## config.mk

```make
export PLATFORM = sky130hd
export DESIGN_NAME = wb_trace_buffer
export DESIGN_NICKNAME = d
export VERILOG_FILES = /design/src/rtl/wb_trace_buffer_pkg.sv /design/src/rtl/wb_trace_buffer_trace_ram.sv /design/src/rtl/wb_trace_buffer.sv
export SDC_FILE = /design/constraint.sdc
export NUM_CORES = 1
export LEC_CHECK = 0
export ABC_AREA = 1
export ABC_CLOCK_PERIOD_IN_PS = 5200
export CORE_AREA = 2 2 320 322
export CTS_BUF_LIST = sky130_fd_sc_hd__clkbuf_16
export CTS_CLUSTER_SIZE = 20
export DETAILED_ROUTE_END_ITERATION = 8
export DIE_AREA = 0 0 322 324
export PLACE_DENSITY = 0.63
export SLEW_MARGIN = 30
export SYNTH_ARGS = -nofsm -noshare
export SYNTH_HDL_FRONTEND = slang
export SYNTH_HIERARCHICAL = 1
export SYNTH_SLANG_ARGS = --single-unit
```

## constraint.sdc

```tcl
create_clock -name clk -period 5.2 [get_ports clk]
set_clock_uncertainty 0.15 [all_clocks]
set_input_delay 1.3 -clock clk [delete_from_list [all_inputs] [get_ports clk]]
set_output_delay 1.3 -clock clk [all_outputs]
set_load 0.01 [all_outputs]
```

## src/rtl/wb_trace_buffer_pkg.sv

```systemverilog
// wb_trace_buffer_pkg: state encoding and fixed field widths shared by wb_trace_buffer.
// Entry width grows by the stamp field when WB_TRACE_TIMESTAMP_EN is defined.
package wb_trace_buffer_pkg;
  localparam int REG_AW = 5;
  localparam int STAMP_W = 32;
  typedef enum logic [1:0] {IDLE = 2'd0, CAPTURE = 2'd1, FROZEN = 2'd2} trace_state_e;
  function automatic int entry_w(input int xlen);
`ifdef WB_TRACE_TIMESTAMP_EN
    return 2 * xlen + REG_AW + STAMP_W;
`else
    return 2 * xlen + REG_AW;
`endif
  endfunction
endpackage

```

## src/rtl/wb_trace_buffer_trace_ram.sv

```systemverilog
// trace_ram: DEPTH x W storage, one synchronous write port and one asynchronous read port.
// Contents are intentionally not reset.
module trace_ram #(
  parameter int W = 8,
  parameter int DEPTH = 16,
  parameter int AW = $clog2(DEPTH)
) (
  input  logic          clk,
  input  logic          we,
  input  logic [AW-1:0] waddr,
  input  logic [W-1:0]  wdata,
  input  logic [AW-1:0] raddr,
  output logic [W-1:0]  rdata
);
  logic [W-1:0] mem [DEPTH];
  always_ff @(posedge clk) begin
    if (we) mem[waddr] <= wdata;
  end
  assign rdata = mem[raddr];
endmodule

```

## src/rtl/wb_trace_buffer.sv

```systemverilog
// wb_trace_buffer: arms on a pulse, records non-x0 writebacks into a FIFO until full or timeout.
// Define WB_TRACE_TIMESTAMP_EN to store the capture cycle count per entry and expose rd_stamp.
module wb_trace_buffer
  import wb_trace_buffer_pkg::*;
#(
  parameter int XLEN = 32,
  parameter int DEPTH = 16,
  parameter int WRAP = 0,
  parameter int TIMEOUT = 100,
  parameter int AW = $clog2(DEPTH),
  parameter int CW = $clog2(DEPTH) + 1
) (
  input  logic              clk,
  input  logic              reset,
  input  logic              arm,
  input  logic              wb_rf_wen,
  input  logic [REG_AW-1:0] wb_write_addr,
  input  logic [XLEN-1:0]   wb_write_value,
  input  logic [XLEN-1:0]   wb_pc,
  output logic              rd_valid,
  input  logic              rd_ready,
  output logic [XLEN-1:0]   rd_pc,
  output logic [REG_AW-1:0] rd_addr,
  output logic [XLEN-1:0]   rd_value,
`ifdef WB_TRACE_TIMESTAMP_EN
  output logic [STAMP_W-1:0] rd_stamp,
`endif
  output logic [CW-1:0]     count,
  output logic [1:0]        state,
  output logic              overflow,
  output logic              timed_out
);
  localparam int EW = entry_w(XLEN);
  trace_state_e state_q, state_d;
  logic [AW-1:0] wp_q, wp_d, rp_q, rp_d;
  logic [CW-1:0] count_q, count_d;
  logic [31:0] cnt_q, cnt_d;
  logic ovf_q, ovf_d, to_q, to_d;
  logic cap_ev, full, rd_fire, wen, tmo, drop;
  logic [EW-1:0] wdata, rdata;
  assign cap_ev = state_q == CAPTURE && wb_rf_wen && wb_write_addr != '0;
  assign full = count_q == CW'(DEPTH);
  assign rd_fire = count_q != '0 && rd_ready;
  assign wen = cap_ev && !arm && (!full || rd_fire || WRAP != 0);
  assign drop = cap_ev && full && !rd_fire;
  assign tmo = TIMEOUT != 0 && state_q == CAPTURE && cnt_q == 32'(TIMEOUT - 1);
`ifdef WB_TRACE_TIMESTAMP_EN
  assign wdata = {cnt_q, wb_pc, wb_write_addr, wb_write_value};
  assign rd_stamp = rdata[EW-1 -: STAMP_W];
`else
  assign wdata = {wb_pc, wb_write_addr, wb_write_value};
`endif
  always_comb begin
    state_d = state_q;
    wp_d = wp_q;
    rp_d = rp_q;
    count_d = count_q;
    cnt_d = cnt_q;
    ovf_d = ovf_q;
    to_d = to_q;
    if (arm) begin
      state_d = CAPTURE;
      wp_d = '0;
      rp_d = '0;
      count_d = '0;
      cnt_d = '0;
      ovf_d = 1'b0;
      to_d = 1'b0;
    end else begin
      // a full write without a read in the same cycle overwrites the oldest entry
      rp_d = rp_q + AW'(rd_fire || (wen && full));
      wp_d = wp_q + AW'(wen);
      count_d = count_q + CW'(wen && !full && !rd_fire) - CW'(rd_fire && !wen);
      ovf_d = ovf_q || drop;
      if (state_q == CAPTURE) cnt_d = cnt_q + 32'd1;
      if (tmo) to_d = 1'b1;
      if (tmo || (drop && WRAP == 0)) state_d = FROZEN;
    end
  end
  always_ff @(posedge clk or negedge reset) begin
    if (!reset) begin
      state_q <= IDLE;
      wp_q <= '0;
      rp_q <= '0;
      count_q <= '0;
      cnt_q <= '0;
      ovf_q <= 1'b0;
      to_q <= 1'b0;
    end else begin
      state_q <= state_d;
      wp_q <= wp_d;
      rp_q <= rp_d;
      count_q <= count_d;
      cnt_q <= cnt_d;
      ovf_q <= ovf_d;
      to_q <= to_d;
    end
  end
  trace_ram #(.W(EW), .DEPTH(DEPTH)) u_ram (
    .clk(clk), .we(wen), .waddr(wp_q), .wdata(wdata), .raddr(rp_q), .rdata(rdata)
  );
  assign rd_valid = count_q != '0;
  assign rd_value = rdata[XLEN-1:0];
  assign rd_addr = rdata[XLEN +: REG_AW];
  assign rd_pc = rdata[XLEN+REG_AW +: XLEN];
  assign count = count_q;
  assign state = state_q;
  assign overflow = ovf_q;
  assign timed_out = to_q;
endmodule

```

==> metrics <==
status completed; crit path cell chain buf_12, nand2_1, nand2_1, nand2_1, nand3_1, nand3_1, nand2_1, clkdlybuf4s50_1; Seq/Total Area, Yosys 0.685; Post-CTS Hold Buffers 0; data arrival time of the critical path between 3000 and 4000 ps; Final Hold Vio Count 0; Final Wtd Congestion between 0.7 and 0.8; Netlist cell types 31; # port buffers approximately 150; CTS Buf Count 117; Slew Viols, Final 0; fin crit period between 4000 and 5000 ps; first-pass GRT wire length between 150,000 and 200,000 um; clock share of power 0.335; storage element area 0.0344 mm2; PostCTS Resize Cnt 0; die width 322 um; Top-Level Pins between 150 and 200; XOR/XNOR share of the synthesized area 0.00105; setup bufs post-CTS 0; final setup fails 0; WL per Instance around 19 um; Cell Int Power between 15 and 20 mW; die area about 0.10 mm2; ratio of cells with drive above 1 in the final layout 0.0526; worst skew pair latency 680 ps; dpl cells 6,173; hold path depth 2; root buf cell clkbuf_16; mapped cell area around 0.05 mm2; clock slew at reported path FFs about 60 ps; Compound-Gate Fraction of Synth Area 0.00379; logic gate share of total power 0.230; Area Overhead vs Synth 13.2%; fin cells ~6,400; Antenna Nets Post-Route 0; most frequent cells in the layout nand2_1 (1,539), edfxtp_1 (1,104), inv_1 (909); clk sinks between 1,000 and 1,500; design area around 0.057 mm2; multi-input logic area 0.0112 mm2; core area a little over 0.1 mm2; adder-cell share of the synthesized area 0.00289; Clock Path Buffers 3; Crit Path Max Fanout approximately 200; Syn Inst Count ~4,900; area leader, netlist edfxtp_1; post-route DRC violation count 0; DR iter-0 viols 3,084; WL final between 100,000 and 150,000 um; Placement Cell Area roughly 0.053 mm2; RR Endpoint u_ram/mem[12][68]; most common cell after layout, fill and taps aside nand2_1; r2r setup slk a little under 2000 ps; critical path class flip-flop to output pin; Largest stage delay, worst path 600 ps; average vias per placed instance ~5.2; Tot Pwr between 20 and 25 mW; Seq cells post-synth between 1,000 and 1,500; vias in the first global route about 32,000; H-tree depth 3; CTS tree yes; r2r worst-path depth 10; Slew HR 0.301; FP Rows roughly 120; DP HPWL about 60,000 um; MaxCap Viol Count 0; fmax a little over 0.2 GHz; Worst Max-Slew Pin Slew ~1000 ps; fin util 0.562; multiplexer share of the synthesized area 0; leakage power about 24 nW; Overflow after GRT 0; fill count between 8,000 and 9,000; Vias between 30,000 and 40,000; initial antenna violation count 4; Worst Hold End overflow; launching point of the worst reg2reg path state[1]; YS warnings 6; Pre-Repair DR Iteration Count 8; Worst path slowest cell buf_12; maximum vdd drop about 0.00045 V; largest net degree at the start of global routing around 200; post-synth net total 4,957; worst min-delay path startpoint overflow; main combinational cell family by area after synthesis simple AND/OR/NAND/NOR gates; type of the worst min-delay path flip-flop to flip-flop; simple-gate share of the synthesized area 0.214; Sw Share 0.298; Setup crit start kind flip-flop; Initial Util 0.497; Mean Syn Cell Area 10.3 um2; Power Dens Cells 417 mW/mm2; Synth top area share 0.661; top cells by area, synth edfxtp_1 (66%), nand2_1 (12%), nand3_1 (8.6%); Hold WS 363 ps; Worst EP required about 3800 ps; die height ~320 um; Sequential Power Share 0.435; crit share post-route 0.925; Crit path top cell by count nand2_1; Nets 5,068; Sw Pwr slightly above 7 mW; RSZ-0062 raised after global routing false; GRT Overall Usage 0.228; crit end category output pin
==> per-stage QoR <==
stage / setup slack, ps / setup TNS, ps
detailed placement: 910 / 0
global route: 241 / 0
floorplan: -332 / -355200
global placement: 915 / 0
CTS: 401 / 0
finish: 391 / 0
==> power by group through the flow <==
stage / clock [mW] / combinational (mW) / sequential [mW]
floorplan: 0 / 3.67 / 10.5
global placement: 0 / 5.39 / 10.5
detailed placement: 0 / 5.46 / 10.5
CTS: 8.08 / 5.48 / 10.3
global route: 8.45 / 6.06 / 10.3
finish: 7.94 / 5.44 / 10.3
==> sequential cells by signal, summed over array words and instances (netlist names) <==
name and cells:
u_ram/mem 1104, cnt_q 32, count 5, rp_q 4
wp_q 4, state 2, overflow 1, timed_out 1
==> worst max-delay path: cells and delay by family, from the launching register on <==
kind,cells,cell delay [ps]
buffers and inverters,2,1170
DFF,1,560
and+or+nand+nor,6,680
==> how the worst max path moves through the flow <==
stage / startpoint / endpoint / slack (ps) / cells after the start
after floorplan: arm / u_ram/mem[12][0] / -330 / 6
after global placement: wb_write_addr[3] / u_ram/mem[12][13] / 920 / 10
after detailed placement: wb_write_addr[4] / u_ram/mem[12][68] / 910 / 9
after CTS: rp_q[0] / rd_value[22] / 400 / 9
after global routing: rp_q[0] / rd_value[22] / 240 / 9
final: rp_q[0] / rd_value[7] / 390 / 8
==> logic make-up (layout without fill, tap and decap cells) <==
kind of cell / Yosys count / count (layout)
AND/OR/NAND/NOR: 2542 / 2542
flip-flops: 1153 / 1153
buffers and inverters: 1123 / 1328
AO/OA/AOI/OAI: 37 / 37
adder cells (fa/ha/maj): 11 / 11
XOR/XNOR: 6 / 6
other: 0 / 2
==> metal layers <==
metal | wire (um) | track usage | share of wire
met5 | 19 | 0 | 0.00016
met4 | 2360 | 0.0618 | 0.020
met3 | 7800 | 0.0329 | 0.066
met2 | 56600 | 0.381 | 0.48
met1 | 52000 | 0.313 | 0.44
==> cell usage after synthesis <==
library cell  instances
nor3b_2               1
clkinv_1              1
nand3b_1              4
o21ai_0              16
fa_1                  1
buf_4                11
nand2_1            1539
a21oi_1              16
nand3_2               1
nor3_1                9
ha_1                 10
buf_2               120
buf_6                36
inv_2                 2
o21bai_1              1
a31oi_1               2
nor2_4                4
xor2_1                3
o21ai_1               2
inv_1               886
buf_1                18
clkbuf_1             49
nand2_2               3
dfrtp_1              49
nor3b_1               1
nor2_2                3
xnor2_1               3
nand3_1             858
edfxtp_1           1104
nor2_1              112
nand4_1               7
==> cell type report <==
cell class | count | share of cell area
sequential | 1153 | 0.605
multi-input combinational | 2596 | 0.198
inverter | 889 | 0.0591
clock buffer | 119 | 0.0524
timing repair buffer | 226 | 0.0451
tap | 1309 | 0.0288
clock inverter | 94 | 0.0113
antenna | 2 | 0.0000881
Note: power is estimated with default switching activity, not from simulation.
